--- src/rtl/trisc_hex_pkg.sv ---
// rtl/trisc_hex_pkg.sv - glyph table and shared types for the TRISC hex display
package trisc_hex_pkg;

  typedef logic [3:0] nibble_t;

  // Segment order gfedcba, active-low
  localparam logic [6:0] GLYPH_DARK = 7'b1111111;

  localparam logic [6:0] GLYPH_TABLE [16] = '{
    7'b1000000, 7'b1111001, 7'b0100100, 7'b0110000,
    7'b0011001, 7'b0010010, 7'b0000010, 7'b1111000,
    7'b0000000, 7'b0011000, 7'b0001000, 7'b0000011,
    7'b1000110, 7'b0100001, 7'b0000110, 7'b0001110
  };

endpackage

--- src/rtl/trisc_hex_display_if.sv ---
// rtl/trisc_hex_display_if.sv - host-side signal bundle of the TRISC hex display driver
interface trisc_hex_display_if #(
  parameter int NUM_DIGITS = 6
);
  logic                      load;
  logic [4*NUM_DIGITS-1:0]   value;
  logic [NUM_DIGITS-1:0]     dp_in;
  logic [NUM_DIGITS-1:0]     blank_mask;
  logic [NUM_DIGITS-1:0]     blink_mask;
  logic                      lz_en;
  logic [7*NUM_DIGITS-1:0]   hex_out;
  logic [NUM_DIGITS-1:0]     dp_out;
  logic [6:0]                seg_mux;
  logic                      dp_mux;
  logic [NUM_DIGITS-1:0]     dig_sel;
  logic                      pending;
  logic                      upd_done;

  modport master (
    output load, value, dp_in, blank_mask, blink_mask, lz_en,
    input  hex_out, dp_out, seg_mux, dp_mux, dig_sel, pending, upd_done
  );

  modport slave (
    input  load, value, dp_in, blank_mask, blink_mask, lz_en,
    output hex_out, dp_out, seg_mux, dp_mux, dig_sel, pending, upd_done
  );

endinterface

--- src/rtl/trisc_hex_glyph.sv ---
// rtl/trisc_hex_glyph.sv - nibble to active-low 7-segment glyph with dark override
module trisc_hex_glyph
  import trisc_hex_pkg::*;
(
  input  nibble_t    nib_i,
  input  logic       dark_i,
  output logic [6:0] seg_o
);

  assign seg_o = dark_i ? GLYPH_DARK : GLYPH_TABLE[nib_i];

endmodule

--- src/rtl/trisc_hex_display.sv ---
// rtl/trisc_hex_display.sv - multi-digit hex display driver with static and scanned outputs
module trisc_hex_display
  import trisc_hex_pkg::*;
#(
  parameter int NUM_DIGITS  = 6,
  parameter int REFRESH_DIV = 50000,
  parameter int BLINK_TICKS = 250
) (
  input  logic               clk,
  input  logic               rst_n,
  trisc_hex_display_if.slave bus
);

  localparam int DW = $clog2(REFRESH_DIV);
  localparam int IW = (NUM_DIGITS > 1) ? $clog2(NUM_DIGITS) : 1;
  localparam int BW = (BLINK_TICKS > 1) ? $clog2(BLINK_TICKS) : 1;
  localparam int VW = 4 * NUM_DIGITS;
  localparam int HW = 7 * NUM_DIGITS;
  localparam logic [DW-1:0] DIV_MAX   = DW'(REFRESH_DIV - 1);
  localparam logic [IW-1:0] IDX_MAX   = IW'(NUM_DIGITS - 1);
  localparam logic [BW-1:0] BLINK_MAX = BW'(BLINK_TICKS - 1);

  logic [DW-1:0]         div_cnt_q, div_cnt_d;
  logic [IW-1:0]         scan_idx_q, scan_idx_d;
  logic [BW-1:0]         blink_cnt_q, blink_cnt_d;
  logic                  blink_ph_q, blink_ph_d;
  logic [VW-1:0]         pend_val_q, pend_val_d, act_val_q, act_val_d;
  logic [NUM_DIGITS-1:0] pend_dp_q, pend_dp_d, act_dp_q, act_dp_d;
  logic                  pending_q, pending_d, upd_done_q, upd_done_d;
  logic [HW-1:0]         hex_q, hex_d;
  logic [NUM_DIGITS-1:0] dpo_q, dpo_d, dig_sel_q, dig_sel_d;
  logic [6:0]            seg_mux_q, seg_mux_d;
  logic                  dp_mux_q, dp_mux_d;

  logic                  tick, frame_end, lz_run;
  nibble_t               nib   [NUM_DIGITS];
  logic [6:0]            glyph [NUM_DIGITS];
  logic [NUM_DIGITS-1:0] dark, dp_lit, sel_n;
  logic [6:0]            mux_glyph;

  assign tick      = (div_cnt_q == DIV_MAX);
  assign frame_end = tick && (scan_idx_q == IDX_MAX);

  // lz_run stays high while every nibble from the top down to digit i is zero
  always_comb begin
    lz_run = bus.lz_en;
    dark   = '0;
    dp_lit = '0;
    sel_n  = '1;
    for (int i = NUM_DIGITS - 1; i >= 0; i--) begin
      nib[i]    = act_val_q[4*i +: 4];
      lz_run    = lz_run & (nib[i] == 4'h0);
      dark[i]   = bus.blank_mask[i] | (bus.blink_mask[i] & blink_ph_q) | ((i != 0) & lz_run);
      dp_lit[i] = act_dp_q[i] & ~dark[i];
      sel_n[i]  = (scan_idx_q != IW'(i));
    end
  end

  for (genvar g = 0; g < NUM_DIGITS; g++) begin : g_digit
    trisc_hex_glyph u_glyph (
      .nib_i  (nib[g]),
      .dark_i (dark[g]),
      .seg_o  (glyph[g])
    );
  end

  trisc_hex_glyph u_glyph_mux (
    .nib_i  (nib[scan_idx_q]),
    .dark_i (dark[scan_idx_q]),
    .seg_o  (mux_glyph)
  );

  always_comb begin
    div_cnt_d   = tick ? '0 : div_cnt_q + DW'(1);
    scan_idx_d  = scan_idx_q;
    blink_cnt_d = blink_cnt_q;
    blink_ph_d  = blink_ph_q;
    pend_val_d  = pend_val_q;
    pend_dp_d   = pend_dp_q;
    pending_d   = pending_q;
    act_val_d   = act_val_q;
    act_dp_d    = act_dp_q;
    upd_done_d  = 1'b0;
    seg_mux_d   = seg_mux_q;
    dp_mux_d    = dp_mux_q;
    dig_sel_d   = dig_sel_q;

    if (tick) begin
      scan_idx_d = frame_end ? '0 : scan_idx_q + IW'(1);
      if (blink_cnt_q == BLINK_MAX) begin
        blink_cnt_d = '0;
        blink_ph_d  = ~blink_ph_q;
      end else begin
        blink_cnt_d = blink_cnt_q + BW'(1);
      end
      seg_mux_d = mux_glyph;
      dp_mux_d  = ~dp_lit[scan_idx_q];
      dig_sel_d = sel_n;
    end

    // Promotion reads the old pending buffer before a same-cycle load overwrites it
    if (frame_end && pending_q) begin
      act_val_d  = pend_val_q;
      act_dp_d   = pend_dp_q;
      pending_d  = 1'b0;
      upd_done_d = 1'b1;
    end
    if (bus.load) begin
      pend_val_d = bus.value;
      pend_dp_d  = bus.dp_in;
      pending_d  = 1'b1;
    end

    for (int i = 0; i < NUM_DIGITS; i++) begin
      hex_d[7*i +: 7] = glyph[i];
    end
    dpo_d = ~dp_lit;
  end

  always_ff @(posedge clk or negedge rst_n) begin
    if (!rst_n) begin
      div_cnt_q   <= '0;
      scan_idx_q  <= '0;
      blink_cnt_q <= '0;
      blink_ph_q  <= 1'b0;
      pend_val_q  <= '0;
      pend_dp_q   <= '0;
      pending_q   <= 1'b0;
      act_val_q   <= '0;
      act_dp_q    <= '0;
      upd_done_q  <= 1'b0;
      hex_q       <= '1;
      dpo_q       <= '1;
      seg_mux_q   <= '1;
      dp_mux_q    <= 1'b1;
      dig_sel_q   <= '1;
    end else begin
      div_cnt_q   <= div_cnt_d;
      scan_idx_q  <= scan_idx_d;
      blink_cnt_q <= blink_cnt_d;
      blink_ph_q  <= blink_ph_d;
      pend_val_q  <= pend_val_d;
      pend_dp_q   <= pend_dp_d;
      pending_q   <= pending_d;
      act_val_q   <= act_val_d;
      act_dp_q    <= act_dp_d;
      upd_done_q  <= upd_done_d;
      hex_q       <= hex_d;
      dpo_q       <= dpo_d;
      seg_mux_q   <= seg_mux_d;
      dp_mux_q    <= dp_mux_d;
      dig_sel_q   <= dig_sel_d;
    end
  end

  assign bus.hex_out  = hex_q;
  assign bus.dp_out   = dpo_q;
  assign bus.seg_mux  = seg_mux_q;
  assign bus.dp_mux   = dp_mux_q;
  assign bus.dig_sel  = dig_sel_q;
  assign bus.pending  = pending_q;
  assign bus.upd_done = upd_done_q;

endmodule

--- src/flat_wrapper.sv ---
// flat-port wrapper written by rule: the top's interface ports become plain ports
module trisc_hex_display_flat import trisc_hex_pkg::*;
#(
  parameter int NUM_DIGITS  = 6,
  parameter int REFRESH_DIV = 50000,
  parameter int BLINK_TICKS = 250
)
  (clk, rst_n, bus_load, bus_value, bus_dp_in, bus_blank_mask, bus_blink_mask, bus_lz_en, bus_hex_out, bus_dp_out, bus_seg_mux, bus_dp_mux, bus_dig_sel, bus_pending, bus_upd_done);
  trisc_hex_display_if #(.NUM_DIGITS(NUM_DIGITS)) bus_i ();
  input  logic clk;
  input  logic rst_n;
  input wire logic [$bits(bus_i.load)-1:0] bus_load;
  input wire logic [$bits(bus_i.value)-1:0] bus_value;
  input wire logic [$bits(bus_i.dp_in)-1:0] bus_dp_in;
  input wire logic [$bits(bus_i.blank_mask)-1:0] bus_blank_mask;
  input wire logic [$bits(bus_i.blink_mask)-1:0] bus_blink_mask;
  input wire logic [$bits(bus_i.lz_en)-1:0] bus_lz_en;
  output wire logic [$bits(bus_i.hex_out)-1:0] bus_hex_out;
  output wire logic [$bits(bus_i.dp_out)-1:0] bus_dp_out;
  output wire logic [$bits(bus_i.seg_mux)-1:0] bus_seg_mux;
  output wire logic [$bits(bus_i.dp_mux)-1:0] bus_dp_mux;
  output wire logic [$bits(bus_i.dig_sel)-1:0] bus_dig_sel;
  output wire logic [$bits(bus_i.pending)-1:0] bus_pending;
  output wire logic [$bits(bus_i.upd_done)-1:0] bus_upd_done;
  assign bus_i.load = bus_load;
  assign bus_i.value = bus_value;
  assign bus_i.dp_in = bus_dp_in;
  assign bus_i.blank_mask = bus_blank_mask;
  assign bus_i.blink_mask = bus_blink_mask;
  assign bus_i.lz_en = bus_lz_en;
  assign bus_hex_out = bus_i.hex_out;
  assign bus_dp_out = bus_i.dp_out;
  assign bus_seg_mux = bus_i.seg_mux;
  assign bus_dp_mux = bus_i.dp_mux;
  assign bus_dig_sel = bus_i.dig_sel;
  assign bus_pending = bus_i.pending;
  assign bus_upd_done = bus_i.upd_done;
  trisc_hex_display #(.NUM_DIGITS(NUM_DIGITS), .REFRESH_DIV(REFRESH_DIV), .BLINK_TICKS(BLINK_TICKS)) u_core (.clk(clk), .rst_n(rst_n), .bus(bus_i));
endmodule
--- config.mk ---
export PLATFORM = sky130hd
export DESIGN_NAME = trisc_hex_display_flat
export DESIGN_NICKNAME = d
export VERILOG_FILES = /design/src/rtl/trisc_hex_pkg.sv /design/src/rtl/trisc_hex_display_if.sv /design/src/rtl/trisc_hex_glyph.sv /design/src/rtl/trisc_hex_display.sv /design/src/flat_wrapper.sv
export SDC_FILE = /design/constraint.sdc
export NUM_CORES = 1
export LEC_CHECK = 0
export BUFFER_PORTS_ARGS = -buffer_cell sky130_fd_sc_hd__buf_2
export CORE_ASPECT_RATIO = 1.25
export CORE_MARGIN = 2
export CORE_UTILIZATION = 59
export CTS_BUF_LIST = sky130_fd_sc_hd__clkbuf_4
export CTS_CLUSTER_SIZE = 20
export DETAILED_ROUTE_END_ITERATION = 10
export PLACE_DENSITY = 0.88
export RECOVER_POWER = 25
export SETUP_SLACK_MARGIN = 0.05
export SYNTH_ARGS = -nofsm -noshare
export SYNTH_HDL_FRONTEND = slang
export SYNTH_SLANG_ARGS = --single-unit
--- constraint.sdc ---
create_clock -name clk -period 2.9 [get_ports clk]
set_input_delay 0.58 -clock clk [delete_from_list [all_inputs] [get_ports clk]]
set_output_delay 0.58 -clock clk [all_outputs]
set_load 0.005 [all_outputs]
==> run summary <==
The clock tree synthesis step divided the H-tree into 4 levels. The most frequent cell on the critical path is a31oi_1. The global-route wire length before repair came out at 27100 um. TritonCTS built the clock tree. The tool flagged a number of max-cap violations equal to 2. For the worst setup path, the data required time is 3.38 ns.

For this design, the slowest cell found on the critical path is a31oi_1. The sequential-to-total area share from yosys stat came out at 52.0%. The aggregate negative setup slack is 0 ns. The number of enable-type register cells in the synthesized netlist came out at 0. For this run, the leading register cell type out of synthesis is dfrtp_1. Using the TritonRoute via totals, the vias-per-cell ratio works out to 5.82.

The number of detailed-route iterations in the first pass came out at 5. For this block, the initial DRC count from the detailed router was 430. Total power for the finished layout comes to 3.80 mW.

The worst-path maximum fanout came out at 11. Compared with the post-synthesis result, the final layout area differs by 14.7%. No sink is reached through more buffers than the 2 on the longest clock path. After detailed routing, the number of remaining DRC violations is 0.

The final reports fail on max-capacitance violations, max-slew violations. Between clock sinks in the finished design, the worst skew comes to 0.0226 ns. For this design the static power due to leakage is 3.72 nW.

The routed design has 16500 um of wire. The commonest cells after synthesis are 122 x nand2_1, 90 x dfrtp_1, 62 x dfstp_2, 51 x nor2_1, 39 x ha_1. Prior to clock tree synthesis, the placed netlist has a worst setup slack of 0.0568 ns. The via count of the first global-routing pass is 5620. The die covers 13600 um2. The final cycle utilization of the critical path came out at 90.7%.

For the worst-skew pair, the clock arrives at the later sink with an insertion delay of 0.58 ns. In this run the power density over the cells is 444 nW/um2. The number of setup violations in the final report is 0.

During synthesis, Yosys emitted a total of 0 warnings. The worst hold-check path type is input pin to flip-flop. The average size of a mapped cell is 10.3 um2. By startpoint and endpoint, the worst setup path is classified as flip-flop to flip-flop. The floorplan step defined a core boundary enclosing 12300 um2. The number of clock sinks came out at 152. The biggest cell delay along the critical path is 0.71 ns. The synthesized instance count is 723.

At the pin with the least slew margin, the transition time is 1.81 ns. STA classifies the critical path startpoint as a flip-flop. Summing every instance area after synthesis gives 7470 um2. The clock-pin slew on the worst setup and hold paths is 0.13 ns. The post-place instance area is 8220 um2.

STA classifies the critical path endpoint as a flip-flop. The starting utilization of the core area came out at 60.8%. The count of non-filler cells in the finished layout came out at 1010. The flip-flop and latch count after synthesis came out at 152. The synthesized netlist contains 54 unique library cells. The floorplan row count came out at 45. The area share of the largest cell type after synthesis came out at 30.2%. The fraction of synthesis flops using an asynchronous set or reset pin came out at 100%.

The total via count after detailed routing is 5876. The worst path arrival time is 3.11 ns. Setup repair after global routing left no endpoint under its margin. The global placer's final weighted congestion came out at 0.958. The most numerous cell in the Yosys netlist is nand2_1. The number of max-slew violations in the final report came out at 99.

Buffers placed on the I/O ports in this run total 109. Across every metal layer, demand over resource in global routing totals 25.6%. The number of placed instances, taps included, is 976.

The library cell with the largest summed area after synthesis is dfrtp_1. The peak ir drop on the vdd network came out at 0.440 mV. Once detail routing completed, the nets flagged for antenna violations numbered 0. Walking the worst path, the cells encountered are inv_1 > ha_1 > nor3b_2 > a31oi_1 > nand3_1 > a32oi_2 > a31oi_1.

The initial antenna violation count is 1. The number of buffers inserted during clock tree synthesis is 17. The relative max-transition margin came out at -20.7%.

The buffer cell driving the clock tree root is clkbuf_4. The run finished, with violations left. The final critical path time including I/O delays and setup is 2.63 ns.

The horizontal die dimension is 105 um. Counting every net in the synthesized netlist gives 808. The net count of the finished layout is 917. For this run, the top clock speed supported by timing is 0.380 GHz. The final-report hold violation count came out at 0. In this run the post-CTS setup repair buffer count came out at 0. The number of placed I/O pins is 110. The fraction of final layout cells sized beyond drive strength 1 came out at 31.1%. The placed wire-length estimate after detailed placement came out at 12000 um. The remaining global-route overflow came out at 0. Ranked by total cell area, the synthesized netlist is headed by dfrtp_1 30%, dfstp_2 22%, ha_1 6.5%.

The worst path meets setup with 0.270 ns of slack. Entering global routing, the biggest net connects 68 pins. The routed length per instance is 16.4 um. Once layout is done, the placed cells without fillers occupy 8570 um2.

The die extent in y came out at 130 um.
placed cells by master, fill, tap and decap left out, drive strengths merged, types with 4 or more instances in the layout:
cell and count:
a21o 8, a21oi 13, a221oi 4, a31oi 17, and3 6, buf 125
clkbuf 19, clkinv 8, dfrtp 90, dfstp 62, ha 39, inv 31
mux2 37, mux2i 11, nand2 122, nand2b 14, nand3 25, nand4 5
nor2 51, nor2b 11, nor3 4, o211ai 25, o21ai 38, o311ai 25
xnor2 4, xor2 11
logic make-up after synthesis:
family,after synthesis,synth area share (%)
AOI/OAI and AO/OA,146,13.4
xor gates and xnor gates,15,1.76
adders and majority gates,39,6.53
buffers and inverters,68,3.59
DFF,152,52.0
muxes,49,7.41
and+or+nand+nor,254,15.3
area by class of cell:
class,instances,area (um2)
multi-input combinational,503,3360
tap,164,205
antenna,1,2.50
timing repair buffer,128,702
inverter,30,113
clock buffer,17,128
fill,911,3710
clock inverter,15,174
sequential,152,3880
state kept, by name (all words and copies together) (netlist names):
name and count:
u_core.pend_val_q 24, u_core.bus.dp_out 6, u_core.bus.dig_sel 6, u_core.blink_ph_q 1, u_core.bus.upd_done 1, u_core.act_dp_q 6
u_core.act_val_q 24, u_core.pend_dp_q 6, u_core.bus.hex_out 42, u_core.bus.pending 1, u_core.blink_cnt_q 8, u_core.div_cnt_q 16
u_core.bus.seg_mux 7, u_core.scan_idx_q 3, u_core.bus.dp_mux 1
path summary, 6_finish.rpt:
check                                startpoint  cells past startpoint  slack [ns]                      to
max in group asynchronous                 rst_n                      3        0.82  u_core.bus.hex_out[29]
hold reg to reg              u_core.act_dp_q[0]                      1        0.45    u_core.bus.dp_out[0]
min in group asynchronous                 rst_n                      2        0.95    u_core.pend_val_q[2]
setup / recovery           u_core.act_val_q[16]                      7        0.27   u_core.bus.seg_mux[1]
hold / removal                    bus_value[20]                      2        0.22   u_core.pend_val_q[20]
setup reg to reg           u_core.act_val_q[16]                      7        0.27   u_core.bus.seg_mux[1]
report_power, final:
part / leakage (nW) / internal (mW) / switching (mW)
clock network: 0.154 / 0.597 / 0.755
logic: 1.74 / 0.101 / 0.111
registers: 1.82 / 2.21 / 0.0286
total: 3.72 / 2.91 / 0.895
per-layer routing:
metal	GRT usage, %	up-vias	share of wire, %
li1	-	2760	-
met1	31.7	2863	41
met2	43.3	201	49
met3	5.79	52	5.6
met4	11.8	0	3.7
met5	0	-	0
timing repair:
| action | 4_1_cts | 5_1_grt |
|---|---|---|
| hold buffers | 1 | 0 |
| resized for setup | 1 | 4 |
| endpoints found under the setup margin | 6 | 7 |
| hold endpoints to repair | 35 | 0 |
critical path, delay by kind of cell, from the launching register on:
family                   cells  cell delay (ns)
AO/OA/AOI/OAI                3             1.26
flip-flops                   1             0.48
AND/OR/NAND/NOR              2             0.40
adder cells (fa/ha/maj)      1             0.26
buffers and inverters        1             0.13
metrics by stage:
step / hold WS, ns / util, %
2_1_floorplan: 0.284 / -
6_report: 0.224 / 69.8
5_1_grt: 0.174 / 69.8
4_1_cts: 0.194 / 69.6
3_5_place_dp: 0.409 / 67.0
3_3_place_gp: 0.399 / 67.0
No activity file was read; power rests on OpenSTA's default activity.
